<file path="src/rtl/m68k_cs_pkg.sv">
// m68k_cs_pkg: FSM encoding, default widths and per-PCB region tables for m68k_cs_waitgen
package m68k_cs_pkg;

    typedef enum logic [1:0] {ST_IDLE, ST_WAIT, ST_ACK, ST_BERR} cs_state_e;

    localparam int DEF_NUM_REGIONS = 16;
    localparam int DEF_ADDR_W      = 24;
    localparam int DEF_WS_W        = 4;

    typedef struct packed {
        logic [DEF_ADDR_W-1:0] base;
        logic [DEF_ADDR_W-1:0] limit;
        logic [DEF_WS_W-1:0]   ws;
        logic                  rd_ok;
        logic                  wr_ok;
    } region_t;

    localparam int PCB_REGIONS = 4;

    localparam region_t SKYADV [PCB_REGIONS] = '{
        '{24'h000000, 24'h03ffff, 4'd0, 1'b1, 1'b0},
        '{24'h040000, 24'h043fff, 4'd0, 1'b1, 1'b1},
        '{24'h080000, 24'h08000f, 4'd2, 1'b1, 1'b1},
        '{24'h100000, 24'h100fff, 4'd1, 1'b1, 1'b1}
    };

    localparam region_t GOLDMEDL [PCB_REGIONS] = '{
        '{24'h000000, 24'h07ffff, 4'd0, 1'b1, 1'b0},
        '{24'h080000, 24'h083fff, 4'd0, 1'b1, 1'b1},
        '{24'h0c0000, 24'h0c001f, 4'd3, 1'b1, 1'b1},
        '{24'h200000, 24'h2007ff, 4'd1, 1'b1, 1'b1}
    };

    localparam region_t SKYSOLDR [PCB_REGIONS] = '{
        '{24'h000000, 24'h03ffff, 4'd0, 1'b1, 1'b0},
        '{24'h040000, 24'h047fff, 4'd0, 1'b1, 1'b1},
        '{24'h080000, 24'h08001f, 4'd2, 1'b1, 1'b1},
        '{24'h300000, 24'h300fff, 4'd1, 1'b1, 1'b1}
    };

endpackage

</file>
<file path="src/rtl/cs_region_match.sv">
// cs_region_match: combinational priority match of an address against the region table
module cs_region_match
    import m68k_cs_pkg::*;
#(
    parameter int NUM_REGIONS = DEF_NUM_REGIONS,
    parameter int ADDR_W      = DEF_ADDR_W,
    parameter int WS_W        = DEF_WS_W,
    parameter int IDX_W       = $clog2(DEF_NUM_REGIONS)
) (
    input  logic [NUM_REGIONS*ADDR_W-1:0] region_base,
    input  logic [NUM_REGIONS*ADDR_W-1:0] region_limit,
    input  logic [NUM_REGIONS*WS_W-1:0]   region_ws,
    input  logic [NUM_REGIONS-1:0]        region_en,
    input  logic [NUM_REGIONS-1:0]        region_rd_ok,
    input  logic [NUM_REGIONS-1:0]        region_wr_ok,
    input  logic [ADDR_W-1:0]             addr,
    input  logic                          rw,
    output logic                          hit,
    output logic [IDX_W-1:0]              win,
    output logic [WS_W-1:0]               win_ws
);

    // Scan from lowest priority upward so the lowest matching index is written last and wins
    always_comb begin
        hit    = 1'b0;
        win    = '0;
        win_ws = '0;
        for (int i = NUM_REGIONS - 1; i >= 0; i--) begin
            if (region_en[i] &&
                addr >= region_base[i*ADDR_W +: ADDR_W] &&
                addr <= region_limit[i*ADDR_W +: ADDR_W] &&
                (rw ? region_rd_ok[i] : region_wr_ok[i])) begin
                hit    = 1'b1;
                win    = IDX_W'(i);
                win_ws = region_ws[i*WS_W +: WS_W];
            end
        end
    end

endmodule

</file>
<file path="src/rtl/m68k_cs_waitgen.sv">
// m68k_cs_waitgen: table-driven 68000 chip-select decode with per-region DTACK wait states.
// Optional feature macro CS_BUS_ERROR_EN: unmapped accesses time out into BERR instead of a dummy DTACK.
module m68k_cs_waitgen
    import m68k_cs_pkg::*;
#(
    parameter int NUM_REGIONS = DEF_NUM_REGIONS,
    parameter int ADDR_W      = DEF_ADDR_W,
    parameter int WS_W        = DEF_WS_W,
    parameter int TIMEOUT     = 255
) (
    input  logic                          clk,
    input  logic                          reset_n,
    input  logic [NUM_REGIONS*ADDR_W-1:0] region_base,
    input  logic [NUM_REGIONS*ADDR_W-1:0] region_limit,
    input  logic [NUM_REGIONS*WS_W-1:0]   region_ws,
    input  logic [NUM_REGIONS-1:0]        region_en,
    input  logic [NUM_REGIONS-1:0]        region_rd_ok,
    input  logic [NUM_REGIONS-1:0]        region_wr_ok,
    input  logic [ADDR_W-1:0]             m68k_a,
    input  logic                          m68k_as_n,
    input  logic                          m68k_rw,
    output logic [NUM_REGIONS-1:0]        cs,
    output logic [$clog2(NUM_REGIONS)-1:0] hit_idx,
    output logic                          unmapped,
    output logic                          m68k_dtack_n,
    output logic                          m68k_berr_n
);

    localparam int IDX_W = $clog2(NUM_REGIONS);
`ifdef CS_BUS_ERROR_EN
    localparam int TO_W  = $clog2(TIMEOUT + 1);
    localparam int CNT_W = (TO_W > WS_W) ? TO_W : WS_W;
`else
    localparam int CNT_W = WS_W;
`endif

    logic                   hit;
    logic [IDX_W-1:0]       win;
    logic [WS_W-1:0]        win_ws;
    cs_state_e              state_q, state_d;
    logic [CNT_W-1:0]       cnt_q, cnt_d;
    logic [NUM_REGIONS-1:0] cs_q, cs_d;
    logic [IDX_W-1:0]       hit_idx_q, hit_idx_d;
    logic                   unmapped_q, unmapped_d;
    logic                   dtack_n_q, dtack_n_d;
`ifdef CS_BUS_ERROR_EN
    logic                   berr_n_q, berr_n_d;
`endif

    cs_region_match #(
        .NUM_REGIONS(NUM_REGIONS),
        .ADDR_W     (ADDR_W),
        .WS_W       (WS_W),
        .IDX_W      (IDX_W)
    ) u_match (
        .region_base (region_base),
        .region_limit(region_limit),
        .region_ws   (region_ws),
        .region_en   (region_en),
        .region_rd_ok(region_rd_ok),
        .region_wr_ok(region_wr_ok),
        .addr        (m68k_a),
        .rw          (m68k_rw),
        .hit         (hit),
        .win         (win),
        .win_ws      (win_ws)
    );

    // Decode on AS, count wait states, then acknowledge until AS is released.
    // A zero-wait access skips WAIT so DTACK lands together with the chip select.
    always_comb begin
        state_d    = state_q;
        cnt_d      = cnt_q;
        cs_d       = cs_q;
        hit_idx_d  = hit_idx_q;
        unmapped_d = unmapped_q;
        dtack_n_d  = dtack_n_q;
`ifdef CS_BUS_ERROR_EN
        berr_n_d   = berr_n_q;
`endif
        case (state_q)
            ST_IDLE: begin
                if (!m68k_as_n) begin
                    if (hit) begin
                        cs_d       = NUM_REGIONS'(1) << win;
                        hit_idx_d  = win;
                        unmapped_d = 1'b0;
                        if (win_ws == '0) begin
                            dtack_n_d = 1'b0;
                            state_d   = ST_ACK;
                        end else begin
                            cnt_d   = CNT_W'(win_ws) - CNT_W'(1);
                            state_d = ST_WAIT;
                        end
                    end else begin
                        cs_d       = '0;
                        hit_idx_d  = '0;
                        unmapped_d = 1'b1;
`ifdef CS_BUS_ERROR_EN
                        cnt_d      = CNT_W'(TIMEOUT - 1);
                        state_d    = ST_WAIT;
`else
                        cnt_d      = '0;
                        dtack_n_d  = 1'b0;
                        state_d    = ST_ACK;
`endif
                    end
                end
            end
            ST_WAIT: begin
                if (m68k_as_n) begin
                    cs_d       = '0;
                    hit_idx_d  = '0;
                    unmapped_d = 1'b0;
                    cnt_d      = '0;
                    state_d    = ST_IDLE;
                end else if (cnt_q == '0) begin
`ifdef CS_BUS_ERROR_EN
                    if (unmapped_q) begin
                        berr_n_d = 1'b0;
                        state_d  = ST_BERR;
                    end else begin
                        dtack_n_d = 1'b0;
                        state_d   = ST_ACK;
                    end
`else
                    dtack_n_d = 1'b0;
                    state_d   = ST_ACK;
`endif
                end else begin
                    cnt_d = cnt_q - CNT_W'(1);
                end
            end
            ST_ACK: begin
                if (m68k_as_n) begin
                    cs_d       = '0;
                    hit_idx_d  = '0;
                    unmapped_d = 1'b0;
                    dtack_n_d  = 1'b1;
                    state_d    = ST_IDLE;
                end
            end
`ifdef CS_BUS_ERROR_EN
            ST_BERR: begin
                if (m68k_as_n) begin
                    berr_n_d   = 1'b1;
                    unmapped_d = 1'b0;
                    state_d    = ST_IDLE;
                end
            end
`endif
            default: state_d = ST_IDLE;
        endcase
    end

    // State and output registers; reset returns the bus to idle immediately
    always_ff @(posedge clk or negedge reset_n) begin
        if (!reset_n) begin
            state_q    <= ST_IDLE;
            cnt_q      <= '0;
            cs_q       <= '0;
            hit_idx_q  <= '0;
            unmapped_q <= 1'b0;
            dtack_n_q  <= 1'b1;
`ifdef CS_BUS_ERROR_EN
            berr_n_q   <= 1'b1;
`endif
        end else begin
            state_q    <= state_d;
            cnt_q      <= cnt_d;
            cs_q       <= cs_d;
            hit_idx_q  <= hit_idx_d;
            unmapped_q <= unmapped_d;
            dtack_n_q  <= dtack_n_d;
`ifdef CS_BUS_ERROR_EN
            berr_n_q   <= berr_n_d;
`endif
        end
    end

    assign cs           = cs_q;
    assign hit_idx      = hit_idx_q;
    assign unmapped     = unmapped_q;
    assign m68k_dtack_n = dtack_n_q;
`ifdef CS_BUS_ERROR_EN
    assign m68k_berr_n  = berr_n_q;
`else
    assign m68k_berr_n  = 1'b1;
`endif

endmodule

</file>
<file path="config.mk">
export PLATFORM = sky130hd
export DESIGN_NAME = m68k_cs_waitgen
export DESIGN_NICKNAME = d
export VERILOG_FILES = /design/src/rtl/m68k_cs_pkg.sv /design/src/rtl/cs_region_match.sv /design/src/rtl/m68k_cs_waitgen.sv
export SDC_FILE = /design/constraint.sdc
export NUM_CORES = 1
export LEC_CHECK = 0
export BUFFER_PORTS_ARGS = -buffer_cell sky130_fd_sc_hd__buf_2
export CORE_AREA = 2 2 364 366
export CTS_CLUSTER_DIAMETER = 200
export CTS_CLUSTER_SIZE = 28
export DETAILED_ROUTE_END_ITERATION = 6
export DIE_AREA = 0 0 366 368
export SYNTH_ARGS = -nofsm -noshare
export SYNTH_HDL_FRONTEND = slang
export SYNTH_HIERARCHICAL = 1
export SYNTH_SLANG_ARGS = --single-unit
</file>
<file path="constraint.sdc">
create_clock -name clk -period 1.4 [get_ports clk]
set_input_delay 0.21 -clock clk [delete_from_list [all_inputs] [get_ports clk]]
set_output_delay 0.21 -clock clk [all_outputs]
set_load 0.005 [all_outputs]
</file>
Yosys cells after proc, flatten, opt, wreduce, memory -nomap -nowiden. Cells that the tools add are included.

Register bits: 28. Output and inout bits: 23.

Add/sub/neg operators: 2. $lt $le $gt $ge: 32. Eq/ne operators: 11. Shifts and indexed selects: 1. Mux-type cells: 96. Reductions and logical operators: 59.

Operators with widths (number): 24-bit >= comparator (16); 24-bit <= comparator (16); 4-bit 2-to-1 mux (40); 1-bit logical AND (48); 16-bit 2-to-1 mux (3); 1-bit 2-to-1 mux (41); 16-bit case mux with 2 select lines (1); 4-bit case mux with 2 select lines (2); 1-bit by 4-bit left shift with 16-bit output (first input constant) (1); 2-bit 2-to-1 mux (6); 3-bit != test (second input constant) (4); 4-bit zero test (2); 2-bit != test (second input constant) (4); 4-bit by 1-bit subtractor with 4-bit output (second input constant) (2); 2-bit case mux with 3 select lines (1); 3-bit AND reduction (2); 6-bit AND reduction (1); 4-bit AND reduction (1); 2-bit nonzero test (2); 1-bit case mux with 3 select lines (1); 3-bit nonzero test (1); 2-bit by 1-bit == test with 1-bit output (second input constant) (1); 2-bit == test (second input constant) (1); 2-bit zero test (1); other kinds (3) (3).

Longest topological paths before layout. Gate-level depths: netlist of run 1.

Depth in word-level cells: 25. Mapped depth: 19. Gate-level depth less buffers: 18.

Hierarchy. Netlist of run 1, hierarchy kept.

By module, submodules not included: cs_region_match (instances 1, cells each 2852, area an instance 20360.8 sq um, sequential area each 0.0 sq um); m68k_cs_waitgen (instances 1, cells each 156, area an instance 1516.5 sq um, sequential area each 701.9 sq um).

Worst setup path after synthesis of run 1. OpenSTA, ideal clock, no wires.

Path type: input-to-reg. Start point: input port m68k_a[0]. End point: register cnt_q[0]. Arrival time: 4.082 ns. Required time: 1.272 ns. Path slack: -2.810 ns. Stages: 19. Buffers on the path: 1. Cell sequence: inv_1 > ha_1 > nor2b_1 > o21ai_0 > a21oi_1 > o21ai_0 > a2111o_1 > and3_1 > buf_2 > and3_1 > a2111oi_2 > o211ai_1 > a41o_1 > inv_1 > ha_1 > nor3b_1 > a21oi_1 > o21ai_2 > mux2_1.

Longest elaborated chain between the ends: 25.

RTL lines: from (decl) (RTL line m68k_cs_waitgen.sv:19) `input logic [ADDR_W-1:0] m68k_a,`; 24-bit >= comparator (RTL line cs_region_match.sv:30) `addr >= region_base[i*ADDR_W +: ADDR_W] &&`; 1-bit logical AND (RTL line cs_region_match.sv:29) `if (region_en[i] &&`; 1-bit logical AND (RTL line cs_region_match.sv:30); 1-bit logical AND (RTL line cs_region_match.sv:31) `addr <= region_limit[i*ADDR_W +: ADDR_W] &&`; 4-bit 2-to-1 mux (15 in a row) (RTL line cs_region_match.sv:29); 4-bit 2-to-1 mux * (RTL line cs_region_match.sv:29); via win_ws[0] (RTL line m68k_cs_waitgen.sv:39) `logic [WS_W-1:0] win_ws;`; 4-bit by 1-bit subtractor with 4-bit output (RTL line m68k_cs_waitgen.sv:92) `cnt_d = CNT_W'(win_ws) - CNT_W'(1);`; 4-bit 2-to-1 mux (RTL line m68k_cs_waitgen.sv:88) `if (win_ws == '0) begin`; 4-bit 2-to-1 mux (RTL line m68k_cs_waitgen.sv:84) `if (hit) begin`; 4-bit 2-to-1 mux (RTL line m68k_cs_waitgen.sv:83) `if (!m68k_as_n) begin`; 4-bit case mux with 2 select lines (RTL line m68k_cs_waitgen.sv:81) `case (state_q)`; to (signal assigned) (RTL line m68k_cs_waitgen.sv:170) `cnt_q <= cnt_d;`; to (decl) (RTL line m68k_cs_waitgen.sv:41) `logic [CNT_W-1:0] cnt_q, cnt_d;`.

Mark *: on every way through the listed nets, which the timed path passes. The rest lies on a longest branch. The select of a mux whose other input is x is not followed. A chain may end at the register's enable or synchronous reset.

Worst setup path in the final report of run 1.
Start point: input port m68k_a[18]. End point: register cnt_q[0].

RTL lines (RTL line): 24-bit >= comparator (cs_region_match.sv:30); 1-bit logical AND (cs_region_match.sv:29); 1-bit logical AND (cs_region_match.sv:30); 1-bit logical AND (cs_region_match.sv:31); 4-bit 2-to-1 mux (15 in a row) (cs_region_match.sv:29); 4-bit 2-to-1 mux * (cs_region_match.sv:29); via win_ws[3] (m68k_cs_waitgen.sv:39); 4-bit zero test * (m68k_cs_waitgen.sv:88); 3-bit != test (no line) *; 4-bit AND reduction (no line) *.

Marked as above.

==> run metrics, run 1 <==
outcome=finished with violations; violated checks=setup timing; Req. time, crit path=~1.6 ns; clock group share of total power=5.7%; Fill cells=roughly 14000; total track usage=~21%; worst clock skew on the final layout=approximately 0.012 ns; floorplan die width=around 370 µm; port bufs=roughly 930; clock transition time at the flip-flop clock pins of the worst setup and hold paths=0.08 ns; violation count after the first detailed-routing iteration=1979; total via count in the routed design=between 20000 and 30000; largest net degree at the start of global routing=27; Post-Synthesis Cell Area=0.0219 mm²; TritonCTS clock tree=built; total count of hold-check failures in the final report=0; synth unique cells=94; net count of the finished layout=between 6000 and 7000; detailed-route wire length=153000 µm; PnR Total Power=~16 mW; capture point of the worst reg-to-reg path=cnt_q[0]; EDFF count, synth=0; worst slew margin relative to its limit=roughly 58%; number of buffers on the longest clock path=2; max-capacitance violation count=0; master cell of the clock root buffer=clkbuf_16; TritonCTS sink count=28; slack of the worst reg-to-reg path=-0.31 ns; flops & latches, synth=28; net switching power=between 7 and 8 mW; final slew viol count=0; initial antenna violation count=75; vias in the first global route=~28000; per-cell routed wire length=24.6 µm; # H-tree levels=1; cell-internal power=roughly 8 mW; number of remaining DRC errors=0; Hold WS=roughly 0.37 ns; number of buffers inserted during clock tree synthesis=3; first drt pass iteration count=5; number of cells produced by synthesis=about 3000; total global routing overflow=0; Achievable Freq=247 MHz; syn_nets=4692; Top FF cell, synth=dfrtp_1; final antenna-violating net count=0; part of the total power dissipated in combinational logic=roughly 87%; clock insertion delay at the later pin of the skew report=approximately 0.28 ns; part of the cycle the worst path needs=289%; VDD IR-drop max=about 630 µV; detail-routed via count per cell=roughly 4.6; DP Wirelength=between 100000 and 150000 µm; Mean Syn Cell Area=7.27 µm²; final setup vio count=28; unrepaired setup endpoints after global routing=yes; Boundary Pins=approximately 930; Die H=about 370 µm; start-to-end type of the worst setup path=primary input to flop; Initial Utilization=between 15 and 20%; async set-reset flop share out of synthesis=100%; power per unit of standard cell area=453 mW/mm²; Core ar.=roughly 0.13 mm²; delay of the slowest cell on the worst path=0.34 ns; minimum clock period after layout=about 4.0 ns; final worst slack=-2.64 ns; standard-cell row count=approximately 130; Worst Setup Start Kind=primary input; worst-path cell chain=buf_6, buf_12, buf_4, ha_4, nand4_1, nor4_2, o21ai_1, a31oi_2, or4_1, nand4_1, buf_12, buf_6, or2_4, o211ai_1, a31o_1, o31ai_4, nor3b_4, a21oi_2, o21ai_4, mux2_4; proportion of total power due to net switching=between 40% and 50%; routability congestion estimate=0.985; slowest cell on the critical path=nor4_2; relative contribution of sequential cells to total power=approximately 7.2%; worst r2r src=state_q[1]; worst min path class=primary input to asynchronous set/reset pin; slew at the pin with the worst max-slew slack=0.623 ns; Data arrival, critical path=between 4 and 5 ns; first-pass GRT wire length=205000 µm; synth warn=6; category of the worst setup path capture point=flop; synth-to-layout area growth=61.0%; leakage=20.0 nW; Critical Path Start=m68k_a[18]; sequential fraction of the synthesis area=between 3 and 4%; maximum fanout encountered on the critical timing path=7; die area=0.135 mm²; FF-to-FF path depth=7; Sum Neg Setup Slack=-65.02 ns; share of layout cells above drive strength 1=38.0%
-- flip-flops by register name, summed over array words and instances, names as in the netlist --
name	cells
state_q	2
m68k_dtack_n	1
cnt_q	4
cs	16
unmapped	1
hit_idx	4
-- logic make-up (layout without fill, tap and decap cells) --
family	after synthesis	after routing	share of synthesized area, %
xor+xnor	2	2	0.0801
other cells	1	24	0.0171
compound gates	722	722	21.7
simple gates	660	660	15.7
flops	28	28	3.21
mux	20	20	1.04
fa+ha+maj	776	776	44.4
buf+inv	799	2218	13.9
-- metrics by stage --
stage / util, % / cells / cell area, µm² / setup slack (ns)
global placement: 25.0 / 6115 / 32800 / -3.39
global route: 26.9 / 6192 / 35200 / -2.78
floorplan: - / 3008 / 22000 / -2.53
finish: 26.9 / 6205 / 35200 / -2.64
CTS: 26.3 / 6164 / 34400 / -2.65
detailed placement: 25.0 / 6115 / 32800 / -3.37
-- placed cells by master (no fill, tap or decap), types with 16 or more instances in the layout --
master,n
a211oi_1,36
nand2_1,156
nor2b_1,29
nand3_1,64
buf_2,905
o21ai_2,16
nor2_1,89
nand4_1,115
inv_1,774
dfrtp_1,27
o21a_1,29
a21oi_1,193
nor3_1,35
ha_4,34
o211ai_1,37
a31oi_1,16
o21ai_0,107
o21ai_1,31
buf_6,45
a211oi_2,16
buf_4,406
nand2b_1,27
a21oi_2,19
a21o_1,45
ha_1,741
buf_12,58
diode_2,23
-- critical path, delay by kind of cell --
kind / cells / cell delay [ns]
mux: 1 / 0.32
simple gates: 6 / 1.38
fa+ha+maj: 1 / 0.26
buf+inv: 5 / 0.79
compound gates: 7 / 1.18
-- area by class of cell --
class	count	area, µm²	area share [%]
sequential	28	702	1.99
inverter	781	2940	8.34
timing repair buffer	1433	9600	27.3
clock inverter	1	30.0	0.0853
antenna	23	57.6	0.163
multi-input combinational	2181	19600	55.7
clock buffer	3	75.1	0.213
tap	1755	2200	6.24
-- metal layers --
metal	up-vias	global-route usage [%]	wire length, µm
li1	13600	-	-
met1	13400	27.2	65500
met2	1202	37.0	71600
met3	249	3.97	10400
met4	60	5.78	4710
met5	-	0	408
-- cells in the mapped netlist (10+ instances only) --
cell       count  area [µm²]
a211oi_1      48         360
o21a_1        30         225
a221o_1       11         110
and3_1        16         100
dfrtp_1       27         676
a211o_1       13         114
a31oi_1       22         138
o21ai_0      143         716
nand2_1      167         627
nand2b_1      31         194
nor2_1        96         360
or3_1         15        93.8
nor2b_1       34         213
nand3_1       69         345
and4_1        14         123
nor4_1        22         138
mux2_2        12         135
ha_1         776        9710
a21oi_1      211        1060
a2111oi_0     20         175
buf_2         10        50.1
o31ai_1       12        90.1
o21ai_1       13        65.1
nor3_1        44         220
o211ai_1      37         278
a21o_1        45         338
o2111ai_1     13         114
inv_1        780        2930
nand4_1      115         719
-- power by group through the flow --
stage                     logic (mW)  clock network (mW)  registers, mW
final                           13.9               0.902           1.14
after global routing            15.1               0.922           1.16
after CTS                       13.3               0.892           1.14
after detailed placement        12.3                   0           1.15
after global placement          12.2                   0           1.14
after floorplan                 5.66                   0           1.16
-- timing repair --
action / 4_1_cts / 5_1_grt
hold endpoints to repair: 13 / 0
buffers inserted: 49 / 17
hold buffers: 1 / 0
gates cloned: 2 / 1
pin swaps: 124 / 95
setup endpoints to repair: 28 / 28
gates resized for setup: 251 / 123
-- worst max-delay path by stage --
stage | endpoint | slack [ns]
final | cnt_q[0] | -2.64
after floorplan | cnt_q[0] | -2.53
after global routing | cnt_q[1] | -2.78
after CTS | cnt_q[1] | -2.65
after global placement | cnt_q[0] | -3.39
after detailed placement | cnt_q[1] | -3.37
Power figures use the tool's default switching activity.
==> inputs of run 2 (changes only) <==
==> constraint.sdc (replaced) <==
create_clock -name clk -period 1.4 [get_ports clk]
set_input_delay 0.28 -clock clk [delete_from_list [all_inputs] [get_ports clk]]
set_output_delay 0.28 -clock clk [all_outputs]
set_load 0.005 [all_outputs]
==> run 2 against run 1 <==
Against the previous run: clock-buffer cell count did not move; worst hold slack got worse by 0.36 ns; wire length down 2.3%; die area did not move; critical endpoint is now cnt_q[1]; largest cell class unchanged; register-to-register slack about the same; utilization is 0.19 points lower; the run still ends with setup timing left; critical path type unchanged.
==> run metrics, run 2 (synthesis results as in run 1) <==
outcome=finished with violations (unchanged); violated checks=setup timing (unchanged); detail-routed via count per cell=4.59 (was 4.58); worst min path class=primary input to asynchronous set/reset pin (unchanged); clock transition time at the flip-flop clock pins of the worst setup and hold paths=0.08 ns (about the same); minimum clock period after layout=4.22 ns (was 4.04 ns); cell count after placement=6113 (was 6115); share of layout cells above drive strength 1=37.2% (was 38.0%); capture point of the worst reg-to-reg path=cs[13] (was cnt_q[0]); total count of hold-check failures in the final report=0 (unchanged); final core occ=26.7% (was 26.9%); standard-cell row count=133 (unchanged); most frequent standard cell in the layout excluding fill and tap cells=buf_2 (unchanged); total global routing overflow=0 (unchanged); number of buffers on the longest clock path=2 (unchanged); Core ar.=0.131 mm² (unchanged); TritonCTS clock tree=built (unchanged); unrepaired setup endpoints after global routing=yes (unchanged); Req. time, crit path=1.55 ns (was 1.56 ns); VDD IR-drop max=568 µV (was 634 µV); Data arrival, critical path=4.37 ns (was 4.20 ns); power per unit of standard cell area=449 mW/mm² (was 453 mW/mm²); number of flip-flops under the largest register name=16 (unchanged); final setup vio count=28 (unchanged); per-cell routed wire length=24.0 µm (was 24.6 µm); number of buffers inserted during clock tree synthesis=3 (unchanged); Achievable Freq=237 MHz (was 247 MHz); maximum fanout encountered on the critical timing path=11 (was 7); slew at the pin with the worst max-slew slack=0.576 ns (was 0.623 ns); post-route insts no fill=6197 (was 6205); final worst slack=-2.82 ns (was -2.64 ns); total via count in the routed design=28400 (about the same); category of the worst setup path capture point=flop (unchanged); critical path depth=20 (unchanged); first drt pass iteration count=5 (unchanged); DP Wirelength=133000 µm (was 135000 µm); synth-to-layout area growth=59.9% (was 61.0%); part of the cycle the worst path needs=301% (was 289%); leakage=20.0 nW (about the same); start-to-end type of the worst setup path=primary input to flop (unchanged); TritonCTS sink count=28 (unchanged); clock insertion delay at the later pin of the skew report=0.27 ns (was 0.28 ns); die area=0.135 mm² (unchanged); floorplan die width=366 µm (unchanged); routability congestion estimate=0.981 (was 0.985); FF-to-FF path depth=5 (was 7); violation count after the first detailed-routing iteration=1760 (was 1979); Worst Setup Start Kind=primary input (unchanged); slowest cell on the critical path=or3_4 (was nor4_2); largest net degree at the start of global routing=29 (was 27); detailed-route wire length=149000 µm (was 153000 µm); worst clock skew on the final layout=0.0144 ns (was 0.0117 ns); final slew viol count=0 (unchanged); critical path's top delay family=compound AO/OA/AOI/OAI gates (was simple AND/OR/NAND/NOR gates); number of remaining DRC errors=0 (unchanged); port bufs=929 (unchanged); # H-tree levels=1 (unchanged); Die H=368 µm (unchanged); total track usage=20.9% (was 21.5%); delay of the slowest cell on the worst path=0.41 ns (was 0.34 ns); Initial Utilization=16.7% (unchanged); Boundary Pins=931 (unchanged); CP bufs+invs=4 (was 5); vias in the first global route=28400 (about the same); worst slew margin relative to its limit=61.5% (was 58.3%); worst r2r src=state_q[1] (unchanged); first-pass GRT wire length=201000 µm (was 205000 µm); max-capacitance violation count=0 (unchanged); final antenna-violating net count=0 (unchanged); commonest cells after routing, fill and taps aside=905 x buf_2, 772 x inv_1, 748 x ha_1 (was 905 x buf_2, 774 x inv_1, 741 x ha_1); net count of the finished layout=6107 (was 6112); initial antenna violation count=82 (was 75); worst-path cell chain=buf_4, buf_12, ha_4, o21a_1, o31ai_1, a21oi_1, a31oi_2, o211ai_1, a211oi_4, buf_4, or3_4, a2111oi_4, o211ai_1, a41o_1, inv_2, ha_4, nor3b_4, a21oi_2, o21ai_2, mux2_4 (was buf_6, buf_12, buf_4, ha_4, nand4_1, nor4_2, o21ai_1, a31oi_2, or4_1, nand4_1, buf_12, buf_6, or2_4, o211ai_1, a31o_1, o31ai_4, nor3b_4, a21oi_2, o21ai_4, mux2_4); slack of the worst reg-to-reg path=-0.30 ns (was -0.31 ns); master cell of the clock root buffer=clkbuf_16 (unchanged)
## run 2: timing repair
action	CTS	global route
pin swaps	65	87
endpoints found under the setup margin	28	28
hold buffers	0	0
setup buffers	41	25
resized for setup	205	112
gates cloned	1	1
hold endpoints to repair	0	0
## run 2: through the flow
stage | cell area, µm² | total power, mW | hold WS (ns) | TNS (ns) | worst slack (ns)
global route | 35000 | 17.0 | 0.0442 | -75.22 | -3.22
finish | 35000 | 15.7 | 0.0117 | -69.67 | -2.82
floorplan | 22000 | 6.82 | -0.0156 | -60.87 | -2.60
detailed placement | 32800 | 13.4 | 0.309 | -88.47 | -3.40
CTS | 34200 | 15.1 | 0.0121 | -68.38 | -2.80
global placement | 32800 | 13.3 | 0.309 | -88.98 | -3.44
## run 2: final cells by class
class / instances / area, µm²
inverter: 781 / 2940
clock inverter: 1 / 30.0
tap: 1755 / 2200
timing repair buffer: 1428 / 9550
multi-input combinational: 2181 / 19400
clock buffer: 3 / 75.1
antenna: 20 / 50.0
fill: 14400 / 95800
sequential: 28 / 702
## run 2: routing by layer
| metal | track usage, % | part of all wire [%] |
|---|---|---|
| met5 | 0 | 0.33 |
| met3 | 4.32 | 7.5 |
| met1 | 25.9 | 42 |
| met2 | 36.0 | 47 |
| met4 | 6.51 | 3.6 |
## run 2: power by group
group / switching, mW / total (mW) / internal (mW)
registers: 0.116 / 1.14 / 1.02
logic: 7.22 / 13.7 / 6.48
clock network: 0.304 / 0.874 / 0.571
total: 7.64 / 15.7 / 8.08
## run 2: worst max path at each step
| stage | from | to |
|---|---|---|
| CTS | m68k_a[0] | cnt_q[2] |
| global placement | m68k_a[3] | cnt_q[0] |
| floorplan | m68k_a[0] | cnt_q[0] |
| global route | m68k_a[18] | cnt_q[2] |
| finish | m68k_a[3] | cnt_q[1] |
| detailed placement | m68k_a[3] | cnt_q[2] |
==> inputs of run 3 (changes only) <==
- clock period: 1.4 -> 3.61 ns (I/O delays scaled with it)
==> run 3 against run 2 <==
Against the previous run: the run still ends with setup timing left; sequential share of layout area barely moved; wire length grew 1.5%; utilization increased by 0.64 points; total power decreased by 61%; sequential power fell by 60%; clock-buffer cell count is the same; combinational power decreased by 61%; die area did not move; critical path type unchanged; critical endpoint is now m68k_dtack_n; largest cell class unchanged.
==> run metrics, run 3 (synthesis results as in run 1) <==
outcome=finished with violations (unchanged); violated checks=setup timing (unchanged); share of layout cells above drive strength 1=39.1% (was 37.2%); clock insertion delay at the later pin of the skew report=0.27 ns (about the same); Core ar.=0.131 mm² (unchanged); standard-cell row count=133 (unchanged); Req. time, crit path=3.80 ns (was 1.55 ns); worst clock skew on the final layout=0.00605 ns (was 0.0144 ns); post-route insts no fill=6230 (was 6197); Boundary Pins=931 (unchanged); number of buffers inserted by hold repair at cts=0 (unchanged); first-pass GRT wire length=206000 µm (was 201000 µm); grt peak-use layer=met2 (unchanged); PnR Total Power=6.16 mW (was 15.7 mW); total global routing overflow=0 (unchanged); TritonCTS clock tree=built (unchanged); detailed-route wire length=151000 µm (was 149000 µm); part of the total power dissipated in combinational logic=87.0% (was 87.2%); first drt pass iteration count=7 (was 5); global routing met1 resource utilization=26.6% (was 25.9%); vias in the first global route=29100 (was 28400); TritonCTS sink count=28 (unchanged); worst min path class=primary input to asynchronous set/reset pin (unchanged); clock transition time at the flip-flop clock pins of the worst setup and hold paths=0.08 ns (about the same); cell-internal power=3.13 mW (was 8.08 mW); synth-to-layout area growth=63.7% (was 59.9%); max-capacitance violation count=0 (unchanged); final antenna-violating net count=0 (unchanged); total via count in the routed design=28400 (about the same); master cell of the clock root buffer=clkbuf_16 (unchanged); leakage=20.2 nW (was 20.0 nW); M2 GR Usage=36.5% (was 36.0%); Fill cells=14400 (about the same); initial antenna violation count=78 (was 82); dpl ws=-1.85 ns (was -3.40 ns); Die H=368 µm (unchanged); number of buffers inserted during clock tree synthesis=3 (unchanged); final worst slack=-0.978 ns (was -2.82 ns); net switching power=3.03 mW (was 7.64 mW); part of the cycle the worst path needs=127%; per-cell routed wire length=24.3 µm (was 24.0 µm); routability congestion estimate=0.988 (was 0.981); largest net degree at the start of global routing=29 (unchanged); port bufs=929 (unchanged); final setup vio count=28 (unchanged); floorplan die width=366 µm (unchanged); number of buffers on the longest clock path=2 (unchanged); slew at the pin with the worst max-slew slack=0.683 ns (was 0.576 ns); summed area of non-filler cells in the final layout=0.0358 mm² (was 0.0350 mm²); worst slew margin relative to its limit=54.4% (was 61.5%); Placement Cell Area=0.0327 mm² (was 0.0328 mm²); final core occ=27.4% (was 26.7%); Multi-input gate area=0.0199 mm² (was 0.0194 mm²); DP Wirelength=133000 µm (about the same); unrepaired setup endpoints after global routing=yes (unchanged); VDD IR-drop max=313 µV (was 568 µV); sequential standard cell area=702 µm² (unchanged); relative contribution of sequential cells to total power=7.4% (was 7.2%); clock group share of total power=5.6% (about the same); detail-routed via count per cell=4.55 (was 4.59); number of remaining DRC errors=0 (unchanged); number of flip-flops under the largest register name=16 (unchanged); commonest cells after routing, fill and taps aside=906 x buf_2, 773 x inv_1, 741 x ha_1 (was 905 x buf_2, 772 x inv_1, 748 x ha_1); total count of hold-check failures in the final report=0 (unchanged); most frequent standard cell in the layout excluding fill and tap cells=buf_2 (unchanged); grt met3 use=4.24% (was 4.32%); cell count after placement=6110 (was 6113); proportion of total power due to net switching=49.2% (was 48.6%); net count of the finished layout=6128 (was 6107); # H-tree levels=1 (unchanged); minimum clock period after layout=~4.6 ns; Initial Utilization=16.7% (unchanged); category of the worst setup path capture point=flop (unchanged); power per unit of standard cell area=172 mW/mm² (was 449 mW/mm²); violation count after the first detailed-routing iteration=1596 (was 1760); Sum Neg Setup Slack=-20.28 ns (was -69.67 ns); Data arrival, critical path=4.78 ns (was 4.37 ns); Worst Setup Start Kind=primary input (unchanged); Hold WS=0.485 ns (was 0.0117 ns); total track usage=21.4% (was 20.9%); start-to-end type of the worst setup path=primary input to flop (unchanged); final slew viol count=0 (unchanged); Achievable Freq=around 220 MHz; maximum fanout encountered on the critical timing path=8 (was 11); die area=0.135 mm² (unchanged)
==> run 3: final timing paths <==
kind                                  from  slack (ns)  depth (start not counted)      endpoint
worst max register to register  state_q[0]        1.65                          6        cs[12]
max in group asynchronous          reset_n        2.68                          1      cnt_q[0]
worst min register to register  hit_idx[1]        0.49                          2    hit_idx[1]
min in group clk                hit_idx[1]        0.49                          2    hit_idx[1]
worst max-delay path             m68k_a[0]       -0.98                         20  m68k_dtack_n
worst min-delay path               reset_n        0.49                          1        cs[11]
==> run 3: worst max-delay path: stages <==
cell,delay (ns)
buf_6,0.07
clkinvlp_4,0.11
buf_12,0.18
buf_12,0.17
ha_4,0.23
nand2b_4,0.14
a2111oi_4,0.29
nor4_1,0.08
or4_4,0.54
a31oi_4,0.20
a211oi_4,0.11
a2111o_1,0.45
nor2_1,0.12
a31o_1,0.25
o31ai_4,0.12
nor3b_4,0.24
buf_4,0.15
o21ai_2,0.06
o41ai_2,0.36
o41ai_2,0.13
==> run 3: layout make-up <==
class | instances | share of cell area, %
clock buffers | 3 | 0.210
multi-input cells | 2181 | 55.6
diodes | 32 | 0.224
clock inverters | 1 | 0.0839
repair buffers | 1449 | 27.5
flip-flops and latches | 28 | 1.96
inverters | 781 | 8.20
well taps | 1755 | 6.13
==> run 3: power groups by stage <==
stage	Combinational, mW	Sequential (mW)	Clock, mW
2_1_floorplan	2.19	0.450	0
3_3_place_gp	4.58	0.456	0
3_5_place_dp	4.62	0.459	0
4_1_cts	5.14	0.454	0.346
5_1_grt	5.86	0.464	0.358
6_report	5.36	0.456	0.344
==> run 3: repair_timing <==
action,in CTS,in global routing
pin swaps,118,121
endpoints found under the setup margin,28,28
buffers inserted,63,25
cloned,2,1
resized for setup,317,130
==> run 3: routing by layer <==
layer	vias up	wire length, µm
met4	62	6100
li1	13600	-
met5	-	401
met1	13300	62500
met2	1171	70800
met3	274	11400
